<file path="src/rtl/soc_bus_pkg.sv">
// ============================================================================
// soc_bus_pkg : shared encodings and bus widths for the SoC bus arbiter
// Rev 1.0
// ============================================================================
`default_nettype none

package soc_bus_pkg;
  localparam int ADDR_W = 32;
  localparam int DATA_W = 32;
  localparam int STRB_W = 4;

  localparam logic [DATA_W-1:0] C_ERR_DATA = 32'hDEAD_BEEF;

  typedef enum logic {
    ST_IDLE = 1'b0,
    ST_WAIT = 1'b1
  } state_t;

  typedef enum logic {
    OWN_IF  = 1'b0,
    OWN_LSU = 1'b1
  } owner_t;
endpackage

`default_nettype wire

</file>
<file path="src/rtl/soc_bus_arbiter_if.sv">
// ============================================================================
// soc_bus_arbiter_if : fetch/load-store requester ports plus the shared slave bus
// Rev 1.0
// ============================================================================
`default_nettype none

interface soc_bus_arbiter_if;
  import soc_bus_pkg::*;

  logic              m0_req;
  logic [ADDR_W-1:0] m0_addr;
  logic              m0_gnt;
  logic              m0_rvalid;
  logic [DATA_W-1:0] m0_rdata;

  logic              m1_req;
  logic              m1_we;
  logic [ADDR_W-1:0] m1_addr;
  logic [DATA_W-1:0] m1_wdata;
  logic [STRB_W-1:0] m1_wstrb;
  logic              m1_gnt;
  logic              m1_rvalid;
  logic [DATA_W-1:0] m1_rdata;

  logic              s_req;
  logic              s_we;
  logic [ADDR_W-1:0] s_addr;
  logic [DATA_W-1:0] s_wdata;
  logic [STRB_W-1:0] s_wstrb;
  logic              s_gnt;
  logic              s_rvalid;
  logic [DATA_W-1:0] s_rdata;

  logic              bus_err;

  // The arbiter is the slave of both core ports and drives the memory bus.
  modport slave (
    input  m0_req, m0_addr, m1_req, m1_we, m1_addr, m1_wdata, m1_wstrb,
    input  s_gnt, s_rvalid, s_rdata,
    output m0_gnt, m0_rvalid, m0_rdata, m1_gnt, m1_rvalid, m1_rdata,
    output s_req, s_we, s_addr, s_wdata, s_wstrb, bus_err
  );

  modport master (
    output m0_req, m0_addr, m1_req, m1_we, m1_addr, m1_wdata, m1_wstrb,
    output s_gnt, s_rvalid, s_rdata,
    input  m0_gnt, m0_rvalid, m0_rdata, m1_gnt, m1_rvalid, m1_rdata,
    input  s_req, s_we, s_addr, s_wdata, s_wstrb, bus_err
  );
endinterface

`default_nettype wire

</file>
<file path="src/rtl/soc_bus_arbiter_sat_counter.sv">
// ============================================================================
// bus_sat_counter : counter with synchronous clear that saturates at LIMIT
// Rev 1.0
// ============================================================================
`default_nettype none

module bus_sat_counter #(
  parameter int WIDTH = 3,
  parameter int LIMIT = 4
) (
  input  wire logic             clk,
  input  wire logic             reset,
  input  wire logic             i_clr,
  input  wire logic             i_inc,
  output logic      [WIDTH-1:0] o_cnt
);
  logic [WIDTH-1:0] r_cnt;

  always_ff @(posedge clk or negedge reset) begin
    if (!reset) begin
      r_cnt <= '0;
    end else if (i_clr) begin
      r_cnt <= '0;
    end else if (i_inc && (r_cnt != WIDTH'(LIMIT))) begin
      r_cnt <= r_cnt + 1'b1;
    end
  end

  assign o_cnt = r_cnt;
endmodule

`default_nettype wire

</file>
<file path="src/rtl/soc_bus_arbiter.sv">
// ============================================================================
// soc_bus_arbiter : two-port bus arbiter with M0 starvation guard and timeout
// Rev 1.0
// ============================================================================
`default_nettype none

module soc_bus_arbiter
  import soc_bus_pkg::*;
#(
  parameter int                STARVE_LIM  = 4,
  parameter int                TIMEOUT_CYC = 16,
  parameter logic [DATA_W-1:0] ERR_DATA    = C_ERR_DATA
) (
  input wire logic        clk,
  input wire logic        reset,
  soc_bus_arbiter_if.slave bus
);
  state_t            r_state;
  owner_t            r_owner;
  logic [2:0]        w_starve;
  logic [4:0]        w_tmo;
  logic              w_idle;
  logic              w_any_req;
  logic              w_m1_win;
  logic              w_take;
  logic              w_timeout;
  logic              w_done;
  logic [DATA_W-1:0] w_rdata;

  assign w_idle    = (r_state == ST_IDLE);
  assign w_any_req = bus.m0_req | bus.m1_req;
  assign w_m1_win  = bus.m1_req && !(bus.m0_req && (w_starve == 3'(STARVE_LIM)));
  assign w_take    = w_idle && w_any_req && bus.s_gnt;
  assign w_timeout = !w_idle && !bus.s_rvalid && (w_tmo == 5'(TIMEOUT_CYC - 1));
  assign w_done    = !w_idle && (bus.s_rvalid || w_timeout);
  assign w_rdata   = bus.s_rvalid ? bus.s_rdata : ERR_DATA;

  bus_sat_counter #(.WIDTH(3), .LIMIT(STARVE_LIM)) u_starve (
    .clk   (clk),
    .reset (reset),
    .i_clr (w_take && !w_m1_win),
    .i_inc (w_take && w_m1_win && bus.m0_req),
    .o_cnt (w_starve)
  );

  bus_sat_counter #(.WIDTH(5), .LIMIT(TIMEOUT_CYC - 1)) u_tmo (
    .clk   (clk),
    .reset (reset),
    .i_clr (w_take),
    .i_inc (!w_idle && !bus.s_rvalid),
    .o_cnt (w_tmo)
  );

  always_ff @(posedge clk or negedge reset) begin
    if (!reset) begin
      r_state <= ST_IDLE;
      r_owner <= OWN_IF;
    end else begin
      case (r_state)
        ST_IDLE: if (w_take) begin
          r_state <= ST_WAIT;
          r_owner <= w_m1_win ? OWN_LSU : OWN_IF;
        end
        ST_WAIT: if (w_done) r_state <= ST_IDLE;
        default: r_state <= ST_IDLE;
      endcase
    end
  end

  // Outputs are forced low while reset is held, regardless of requester inputs.
  always_comb begin
    bus.m0_gnt    = 1'b0;
    bus.m0_rvalid = 1'b0;
    bus.m0_rdata  = '0;
    bus.m1_gnt    = 1'b0;
    bus.m1_rvalid = 1'b0;
    bus.m1_rdata  = '0;
    bus.s_req     = 1'b0;
    bus.s_we      = 1'b0;
    bus.s_addr    = '0;
    bus.s_wdata   = '0;
    bus.s_wstrb   = '0;
    bus.bus_err   = 1'b0;
    if (reset) begin
      if (w_idle && w_any_req) begin
        bus.s_req = 1'b1;
        if (w_m1_win) begin
          bus.s_we    = bus.m1_we;
          bus.s_addr  = bus.m1_addr;
          bus.s_wdata = bus.m1_wdata;
          bus.s_wstrb = bus.m1_wstrb;
        end else begin
          bus.s_addr  = bus.m0_addr;
        end
        bus.m1_gnt = w_take && w_m1_win;
        bus.m0_gnt = w_take && !w_m1_win;
      end
      if (w_done) begin
        bus.bus_err = w_timeout;
        if (r_owner == OWN_LSU) begin
          bus.m1_rvalid = 1'b1;
          bus.m1_rdata  = w_rdata;
        end else begin
          bus.m0_rvalid = 1'b1;
          bus.m0_rdata  = w_rdata;
        end
      end
    end
  end
endmodule

`default_nettype wire

</file>
<file path="src/flat_wrapper.sv">
// flat-port wrapper written by rule: the top's interface ports become plain ports
module soc_bus_arbiter_flat import soc_bus_pkg::*;
#(
  parameter int                STARVE_LIM  = 4,
  parameter int                TIMEOUT_CYC = 16,
  parameter logic [DATA_W-1:0] ERR_DATA    = C_ERR_DATA
)
  (clk, reset, bus_m0_req, bus_m0_addr, bus_m1_req, bus_m1_we, bus_m1_addr, bus_m1_wdata, bus_m1_wstrb, bus_s_gnt, bus_s_rvalid, bus_s_rdata, bus_m0_gnt, bus_m0_rvalid, bus_m0_rdata, bus_m1_gnt, bus_m1_rvalid, bus_m1_rdata, bus_s_req, bus_s_we, bus_s_addr, bus_s_wdata, bus_s_wstrb, bus_bus_err);
  soc_bus_arbiter_if bus_i ();
  input wire logic clk;
  input wire logic reset;
  input wire logic [$bits(bus_i.m0_req)-1:0] bus_m0_req;
  input wire logic [$bits(bus_i.m0_addr)-1:0] bus_m0_addr;
  input wire logic [$bits(bus_i.m1_req)-1:0] bus_m1_req;
  input wire logic [$bits(bus_i.m1_we)-1:0] bus_m1_we;
  input wire logic [$bits(bus_i.m1_addr)-1:0] bus_m1_addr;
  input wire logic [$bits(bus_i.m1_wdata)-1:0] bus_m1_wdata;
  input wire logic [$bits(bus_i.m1_wstrb)-1:0] bus_m1_wstrb;
  input wire logic [$bits(bus_i.s_gnt)-1:0] bus_s_gnt;
  input wire logic [$bits(bus_i.s_rvalid)-1:0] bus_s_rvalid;
  input wire logic [$bits(bus_i.s_rdata)-1:0] bus_s_rdata;
  output wire logic [$bits(bus_i.m0_gnt)-1:0] bus_m0_gnt;
  output wire logic [$bits(bus_i.m0_rvalid)-1:0] bus_m0_rvalid;
  output wire logic [$bits(bus_i.m0_rdata)-1:0] bus_m0_rdata;
  output wire logic [$bits(bus_i.m1_gnt)-1:0] bus_m1_gnt;
  output wire logic [$bits(bus_i.m1_rvalid)-1:0] bus_m1_rvalid;
  output wire logic [$bits(bus_i.m1_rdata)-1:0] bus_m1_rdata;
  output wire logic [$bits(bus_i.s_req)-1:0] bus_s_req;
  output wire logic [$bits(bus_i.s_we)-1:0] bus_s_we;
  output wire logic [$bits(bus_i.s_addr)-1:0] bus_s_addr;
  output wire logic [$bits(bus_i.s_wdata)-1:0] bus_s_wdata;
  output wire logic [$bits(bus_i.s_wstrb)-1:0] bus_s_wstrb;
  output wire logic [$bits(bus_i.bus_err)-1:0] bus_bus_err;
  assign bus_i.m0_req = bus_m0_req;
  assign bus_i.m0_addr = bus_m0_addr;
  assign bus_i.m1_req = bus_m1_req;
  assign bus_i.m1_we = bus_m1_we;
  assign bus_i.m1_addr = bus_m1_addr;
  assign bus_i.m1_wdata = bus_m1_wdata;
  assign bus_i.m1_wstrb = bus_m1_wstrb;
  assign bus_i.s_gnt = bus_s_gnt;
  assign bus_i.s_rvalid = bus_s_rvalid;
  assign bus_i.s_rdata = bus_s_rdata;
  assign bus_m0_gnt = bus_i.m0_gnt;
  assign bus_m0_rvalid = bus_i.m0_rvalid;
  assign bus_m0_rdata = bus_i.m0_rdata;
  assign bus_m1_gnt = bus_i.m1_gnt;
  assign bus_m1_rvalid = bus_i.m1_rvalid;
  assign bus_m1_rdata = bus_i.m1_rdata;
  assign bus_s_req = bus_i.s_req;
  assign bus_s_we = bus_i.s_we;
  assign bus_s_addr = bus_i.s_addr;
  assign bus_s_wdata = bus_i.s_wdata;
  assign bus_s_wstrb = bus_i.s_wstrb;
  assign bus_bus_err = bus_i.bus_err;
  soc_bus_arbiter #(.STARVE_LIM(STARVE_LIM), .TIMEOUT_CYC(TIMEOUT_CYC), .ERR_DATA(ERR_DATA)) u_core (.clk(clk), .reset(reset), .bus(bus_i));
endmodule
</file>
<file path="config.mk">
export PLATFORM = sky130hd
export DESIGN_NAME = soc_bus_arbiter_flat
export DESIGN_NICKNAME = d
export VERILOG_FILES = /design/src/rtl/soc_bus_pkg.sv /design/src/rtl/soc_bus_arbiter_if.sv /design/src/rtl/soc_bus_arbiter_sat_counter.sv /design/src/rtl/soc_bus_arbiter.sv /design/src/flat_wrapper.sv
export SDC_FILE = /design/constraint.sdc
export NUM_CORES = 1
export LEC_CHECK = 0
export ABC_AREA = 1
export BUFFER_PORTS_ARGS = -buffer_cell sky130_fd_sc_hd__buf_4
export CORE_AREA = 2 2 106 108
export DETAILED_ROUTE_END_ITERATION = 10
export DIE_AREA = 0 0 108 110
export PLACE_DENSITY_LB_ADDON = 0.05
export SLEW_MARGIN = 20
export SYNTH_ARGS = -nofsm -noshare
export SYNTH_HDL_FRONTEND = slang
export SYNTH_HIERARCHICAL = 1
export SYNTH_SLANG_ARGS = --single-unit
</file>
<file path="constraint.sdc">
create_clock -name clk -period 2.3 [get_ports clk]
set_input_delay 0.23 -clock clk [delete_from_list [all_inputs] [get_ports clk]]
set_output_delay 0.23 -clock clk [all_outputs]
set_load 0.005 [all_outputs]
</file>
==> summary.txt, run 1 <==
Outcome
  • Outcome: finished clean

Routing
  • DR vias: 3341
  • Residual antenna-violating net count after detailed routing: 0
  • Detailed Routing Iterations Pass 1: 6
  • Detailed-route DRC error count: 0
  • Wire length after detailed routing: 11.3 mm
  • WL per Instance: ~14 um
  • Number of violations reported at the end of detailed-routing iteration 0: roughly 190
  • Average vias per placed instance: 4.22

Timing
  • Count of endpoints failing setup in the final report: 0
  • Transition time of the tightest slew-check pin: 0.571 ns
  • Minimum period implied by the final worst setup slack: 2.07 ns
  • Worst-case headroom to the max-slew limit: 61.9%
  • Slew Viols, Final: 0
  • FMAX: 484 MHz
  • Fin Clk Skew: about 0.00054 ns
  • Unrepaired setup endpoints after global routing: no
  • Total negative slack: 0 ns
  • Portion of the clock cycle consumed by the worst path in the final layout: 89.9%
  • Hold Vio Cnt, Final: 0

Clock tree
  • Number of gates given a new drive strength after cts: 0
  • Clk sinks: 10
  • Hold buffer count at CTS: 1
  • CTS tree: built
  • Depth of the CTS H-tree: 1
  • Setup repair bufs after CTS: 0
  • Number of buffers added by the clock tree synthesis step: 3
  • Reg clk slew, reported paths: 0.05 ns
  • Clock root buffer: clkbuf_8
  • Worst-skew pair later-pin latency: between 0.2 and 0.25 ns
  • Buffers from clock root to sink, at most: 2

Power and ir drop
  • Sequential share of power: between 15 and 20%
  • Sw Ratio: 40.6%
  • Internal Dissipation: between 0.0007 and 0.0008 W
  • IR Drop Worst-Case VDD: 0.000149 V
  • Part of the power in combinational logic: 63.1%
  • Switching power: 0.000519 W
  • Relative contribution of the clock network to total power: 17.5%
  • Tot Pwr: about 0.0013 W
  • Areal power density over the cells: 308 nW/um2
  • Pleak: around 2.3 nW

Setup path
  • Top delay family on crit path: buffers and inverters
  • Classification of the worst setup path: in2out
  • Max stage delay cell, worst path: dlygate4sd3_1
  • Most frequent cell on the critical path: buf_4
  • List of cells traversed by the critical path: dlygate4sd3_1, buf_4, inv_2, nor2_4, buf_12, o21ai_1, nor2_1, buf_4
  • Crit end category: output pin
  • Data required time of the critical path: slightly above 2 ns
  • Highest cell delay on the worst timing path: 0.52 ns
  • Number of buffers and inverters on the critical path: 5
  • Largest fanout on the critical path: 70
  • Critical Path Start Type: primary input
  • Crit path arrival time: 1.84 ns

Placement
  • Count of buffers inserted at the top-level ports: 277
  • Weighted congestion reported at the end of routability-driven placement: around 0.8
  • Cell Count Post-Placement: between 700 and 800
  • Placed wire-length estimate after detailed placement: 9.23 mm

Cells and area
  • NumNets Final: 795
  • Antenna cell count: 0
  • Area delta synth->final: 116%
  • Non-filler cells, final: between 700 and 800
  • Total of fill cells in the finished design: 1229
  • Share of layout cells above drive strength 1: 46.9%

Floorplanning
  • Core region area: 10700 um2
  • Top-Level Pins: 278
  • DIE AREA: between 10000 and 15000 um2
  • Initial cell density of the core: 18.0%
  • Die width: 108 um
  • Height of the die: 110 um
  • Count of standard-cell rows: 38

Synthesis
  • Most area-consuming cells after synthesis: nor2_1, o21ai_0, dfrtp_1, nand2_1, buf_6
  • Net count after synthesis: 533
  • Yosys warning total: 6
  • Portion of the post-synthesis area used by sequential elements: about an eighth
  • Most repeated cell in the gate-level netlist after synthesis: nor2_1
  • Commonest cells in the netlist: nor2_1, nand2_1, o21ai_0
  • Post-synth design cell area: 1930 um2
  • Cell count after synthesis: 390
  • Number of flops mapped to enable cells by yosys: 0
  • Cell accounting for the most synthesized area: nor2_1
  • Post-synthesis average cell area: 4.94 um2
  • Proportion of synthesized flip-flops having asynchronous set or reset: 100%
  • Library cells used by synthesis: 22
  • FF+latch count, synth: 10
  • Synth top area share: 34.5%
  • Post-synth top flop: dfrtp_1

GRT
  • Routing usage on met1: 18.4%
  • Total congestion overflow after global routing: 0
  • Maximum number of pins on one net before global-route repair: 71
  • Met2 Resource Use GR: between 30% and 40%
  • Overall track demand over capacity in global routing: 16.9%
  • Most heavily used metal layer in global routing: met2
  • Via count of the first global-routing pass: 2923
  • Grt met3 use: about 5.5%
  • Global-route wire length before repair: ~16 mm
  • Initial antenna violation count: 0

Job
  • Reported max-cap violation count: 0

Hold path
  • Worst hold path class: in2async
## routing by layer
layer | part of all wire (%) | wire [um] | vias up
li1 | - | - | 1730
met1 | 36 | 4020 | 1455
met2 | 54 | 6080 | 150
met3 | 10 | 1140 | 6
met4 | 0.70 | 79 | 0
met5 | 0 | 0 | -
## path summary, 6_finish.rpt
path / startpoint / to / slack, ns / cells past startpoint
min in group clk: bus_s_rvalid / u_core/r_state / 0.34 / 4
setup / recovery: reset / bus_s_addr[5] / 0.23 / 8
setup reg to reg: u_core/r_state / u_core/u_starve/o_cnt[2] / 0.60 / 8
hold reg to reg: u_core/u_tmo/o_cnt[4] / u_core/u_tmo/o_cnt[4] / 0.55 / 2
hold / removal: reset / u_core/u_tmo/o_cnt[2] / 0.34 / 2
max in group asynchronous: reset / u_core/u_starve/o_cnt[0] / 1.47 / 3
## stage by stage
step           util (%)  cell area, um2  worst slack, ns  hold slack (ns)
5_1_grt            38.8            4150           0.0494            0.348
3_3_place_gp       38.2            4090            0.590           0.0511
2_1_floorplan         -            1930            0.659          -0.0656
4_1_cts            38.8            4150            0.208            0.337
6_report           38.8            4150            0.232            0.340
3_5_place_dp       38.2            4090            0.535           0.0521
## cell usage in the layout, fill, tap and decap left out
master         synthesis  final
buf_4                  0    282
nor2_1               177    177
nand2_1               65     64
o21ai_0               54     54
inv_1                 15     15
dfrtp_1               10     10
nand3_1                7      7
nand2_2                5      6
o21ai_1                6      6
inv_2                  5      5
clkbuf_8               0      4
ha_1                   4      4
nor2_2                 4      3
nand3_4                2      2
nor3_1                 2      2
nand4_1                2      2
a21oi_1                2      2
dlygate4sd3_1          0      1
buf_12                 0      1
nand2_4                1      1
nor2_4                 0      1
nor3b_1                1      1
o31ai_1                1      1
## sequential cells by signal, indices dropped and copies added, names as in the netlist
signal and flops:
u_core/r_state 1, u_core/u_tmo/o_cnt 5, u_core/u_starve/o_cnt 3, u_core/r_owner 1
## power groups by stage
| stage | clock network (W) | logic, W | registers [W] |
|---|---|---|---|
| floorplan | 0 | 0.000383 | 0.000242 |
| global placement | 0 | 0.000812 | 0.000249 |
| detailed placement | 0 | 0.000818 | 0.000250 |
| CTS | 0.000232 | 0.000821 | 0.000249 |
| global route | 0.000246 | 0.000903 | 0.000254 |
| finish | 0.000223 | 0.000806 | 0.000249 |
## kinds of logic (layout without fill, tap and decap cells)
family	Yosys count	after routing	share of synthesized area, %
and+or+nand+nor	266	266	55.8
adders and majority gates	4	4	2.60
DFF	10	10	13.0
AOI/OAI and AO/OA	63	63	16.5
buffers and inverters	47	308	12.1
## final cells by class
type	instances	area, um2	area share (%)
multi-input combinational	333	1450	34.9
clock buffer	4	55.1	1.33
timing repair buffer	284	2150	51.7
sequential	10	250	6.02
tap	140	175	4.22
inverter	20	75.1	1.81
Power figures use the tool's default switching activity.
==> inputs of run 2 (changes only) <==
Settings changed: CELL_PAD_IN_SITES_DETAIL_PLACEMENT set to 1, CELL_PAD_IN_SITES_GLOBAL_PLACEMENT set to 2, CORE_AREA 2 2 106 108 to not set, CORE_UTILIZATION set to 11, DIE_AREA 0 0 108 110 to not set.
==> run 2 against run 1 <==
Net effect:
- non-clock buffer count unchanged
- sequential power barely moved
- setup slack about the same
- die area rose by 52%
- critical path depth down 1
- power up 12%
- clock power rose by 58%
- count of clock-buffer cells in the layout stayed put
- maximum frequency about the same
- utilization shrank 14 points
- critical path type is now reg2out
- largest cell class unchanged
==> summary.txt, run 2 (synthesized netlist as in run 1, its figures left out) <==
Outcome
  • Outcome: finished clean (unchanged)

Power and ir drop
  • Sequential share of power: 17.4% (was 19.5%)
  • Pleak: 2.29 nW (was 2.26 nW)
  • Tot Pwr: 0.00143 W (was 0.00128 W)
  • Areal power density over the cells: 332 nW/um2 (was 308 nW/um2)
  • Internal Dissipation: 0.000882 W (was 0.000759 W)
  • Sw Ratio: 38.4% (was 40.6%)
  • Relative contribution of the clock network to total power: 24.7% (was 17.5%)
  • IR Drop Worst-Case VDD: 0.000211 V (was 0.000149 V)
  • Switching power: 0.000550 W (was 0.000519 W)
  • Part of the power in combinational logic: 57.9% (was 63.1%)

Cells and area
  • Antenna cell count: 0 (unchanged)
  • Non-filler cells, final: 876 (was 791)
  • Area delta synth->final: 124% (was 116%)
  • Total of fill cells in the finished design: 2213 (was 1229)
  • Total area of sequential cells: 250 um2 (unchanged)
  • Commonest non-fill, non-tap cells in the layout: buf_4, nor2_1, nand2_1 (unchanged)
  • Leading cell type in the layout, fill and taps excluded: buf_4 (unchanged)
  • Multi-input gate area: 1450 um2 (unchanged)
  • Number of flip-flops in the largest register: 5 (unchanged)
  • NumNets Final: 795 (unchanged)
  • Share of layout cells above drive strength 1: 46.9% (unchanged)

Timing
  • Transition time of the tightest slew-check pin: 0.521 ns (was 0.571 ns)
  • Count of endpoints failing setup in the final report: 0 (unchanged)
  • Unrepaired setup endpoints after global routing: no (unchanged)
  • WHS: 0.158 ns (was 0.340 ns)
  • Minimum period implied by the final worst setup slack: 2.07 ns (about the same)
  • Portion of the clock cycle consumed by the worst path in the final layout: 89.9% (about the same)
  • Worst-case headroom to the max-slew limit: 65.2% (was 61.9%)
  • Total negative slack: 0 ns (unchanged)
  • Fin Clk Skew: 0.00100 ns (was 0.000538 ns)
  • Slew Viols, Final: 0 (unchanged)
  • Hold Vio Cnt, Final: 0 (unchanged)
  • FMAX: 484 MHz (about the same)

Clock tree
  • Clock root buffer: clkbuf_16 (was clkbuf_8)
  • Reg clk slew, reported paths: 0.04 ns (was 0.05 ns)
  • Number of gates given a new drive strength after cts: 0 (unchanged)
  • Clk sinks: 10 (unchanged)
  • Hold buffer count at CTS: 1 (unchanged)
  • Worst-skew pair later-pin latency: 0.24 ns (about the same)
  • Buffers from clock root to sink, at most: 2 (unchanged)
  • CTS tree: built (unchanged)
  • Number of buffers added by the clock tree synthesis step: 3 (unchanged)
  • Setup repair bufs after CTS: 0 (unchanged)
  • Depth of the CTS H-tree: 1 (unchanged)

Setup path
  • Critical Path Start Type: register (was primary input)
  • Top delay family on crit path: simple AND/OR/NAND/NOR gates (was buffers and inverters)
  • Data required time of the critical path: 2.07 ns (about the same)
  • Largest fanout on the critical path: 33 (was 70)
  • Number of buffers and inverters on the critical path: 1 (was 5)
  • Classification of the worst setup path: reg2out (was in2out)
  • Max stage delay cell, worst path: dfrtp_1 (was dlygate4sd3_1)
  • Crit end category: output pin (unchanged)
  • Highest cell delay on the worst timing path: 0.45 ns (was 0.52 ns)
  • List of cells traversed by the critical path: nand2_1, nor2_2, nand2_2, nand2_4, nand3_4, nor2_1, buf_4 (was dlygate4sd3_1, buf_4, inv_2, nor2_4, buf_12, o21ai_1, nor2_1, buf_4)
  • Crit path arrival time: 1.84 ns (about the same)

Routing
  • Residual antenna-violating net count after detailed routing: 0 (unchanged)
  • Detailed-route DRC error count: 0 (unchanged)
  • WL per Instance: 14.3 um (about the same)
  • Met3 wire len: 1.18 mm (was 1.14 mm)
  • Routed length on met2: 7.07 mm (was 6.08 mm)
  • Number of violations reported at the end of detailed-routing iteration 0: 125 (was 191)
  • Detailed-route wire length on metal 1: 4.19 mm (was 4.02 mm)
  • Detailed Routing Iterations Pass 1: 4 (was 6)
  • DR vias: 3428 (was 3341)
  • Wire length after detailed routing: 12.5 mm (was 11.3 mm)
  • Top layer used by detailed routing: met4 (unchanged)
  • Average vias per placed instance: 3.91 (was 4.22)

Placement
  • Cell Count Post-Placement: 871 (was 786)
  • Count of buffers inserted at the top-level ports: 277 (unchanged)
  • Placed wire-length estimate after detailed placement: 10.4 mm (was 9.23 mm)
  • Weighted congestion reported at the end of routability-driven placement: 0.775 (was 0.825)

Floorplanning
  • Top-Level Pins: 278 (unchanged)
  • DIE AREA: 18000 um2 (was 11900 um2)
  • Count of standard-cell rows: 48 (was 38)
  • Initial cell density of the core: 11.2% (was 18.0%)
  • Height of the die: 134 um (was 110 um)
  • Die width: 134 um (was 108 um)
  • Core region area: 17200 um2 (was 10700 um2)

GRT
  • Initial antenna violation count: 0 (unchanged)
  • Via count of the first global-routing pass: 3360 (was 2923)
  • Total congestion overflow after global routing: 0 (unchanged)
  • Global-route wire length before repair: 18.2 mm (was 15.8 mm)
  • Overall track demand over capacity in global routing: 12.8% (was 16.9%)
  • Maximum number of pins on one net before global-route repair: 71 (unchanged)

Job
  • Reported max-cap violation count: 0 (unchanged)

Hold path
  • Worst hold path class: in2async (unchanged)
-- run 2: cell counts in the layout (fill, tap and decap cells not counted) --
Identical to the previous run, type by type.
-- run 2: worst reg2reg max path: stages, from the launching register on --
cell and delay, ns:
dfrtp_1 0.44, inv_1 0.10, o21ai_1 0.11, inv_1 0.07, nand2_1 0.16, nor3b_1 0.50
nand2_1 0.15, nand3_1 0.09, nand2_1 0.05
-- run 2: power groups by stage --
stage | combinational [W] | sequential [W] | clock [W]
after detailed placement | 0.000847 | 0.000253 | 0
after global routing | 0.000929 | 0.000257 | 0.000375
after CTS | 0.000852 | 0.000251 | 0.000367
final | 0.000829 | 0.000249 | 0.000353
after global placement | 0.000843 | 0.000251 | 0
after floorplan | 0.000383 | 0.000242 | 0
-- run 2: path summary, 6_finish.rpt --
kind                                             to  slack [ns]  depth (start not counted)                  start
min in group clk                     u_core/r_state        0.40                          3              bus_s_gnt
setup / recovery                   bus_m1_rdata[21]        0.23                          7         u_core/r_state
hold / removal                u_core/u_tmo/o_cnt[1]        0.16                          2                  reset
max in group asynchronous     u_core/u_tmo/o_cnt[0]        1.66                          2                  reset
setup reg to reg           u_core/u_starve/o_cnt[0]        0.50                          8         u_core/r_state
hold reg to reg               u_core/u_tmo/o_cnt[4]        0.54                          2  u_core/u_tmo/o_cnt[4]
-- run 2: routing by layer --
| layer | global-route usage (%) | up-vias |
|---|---|---|
| met5 | 0 | - |
| met4 | 1.06 | 0 |
| met3 | 4.65 | 5 |
| met2 | 26.5 | 136 |
| met1 | 12.3 | 1549 |
| li1 | - | 1738 |
-- run 2: layout make-up --
type / count / share of cell area, %
multi-input cells: 333 / 33.6
flip-flops and latches: 10 / 5.79
repair buffers: 284 / 50.3
clock buffers: 4 / 2.06
inverters: 20 / 1.74
well taps: 225 / 6.52
-- run 2: through the flow --
stage | cell area, um2 | utilization [%] | setup slack, ns
final | 4320 | 25.1 | 0.232
after detailed placement | 4220 | 24.6 | 0.460
after CTS | 4320 | 25.1 | 0.194
after global placement | 4220 | 24.6 | 0.478
after global routing | 4320 | 25.1 | 0.0785
after floorplan | 1930 | - | 0.659
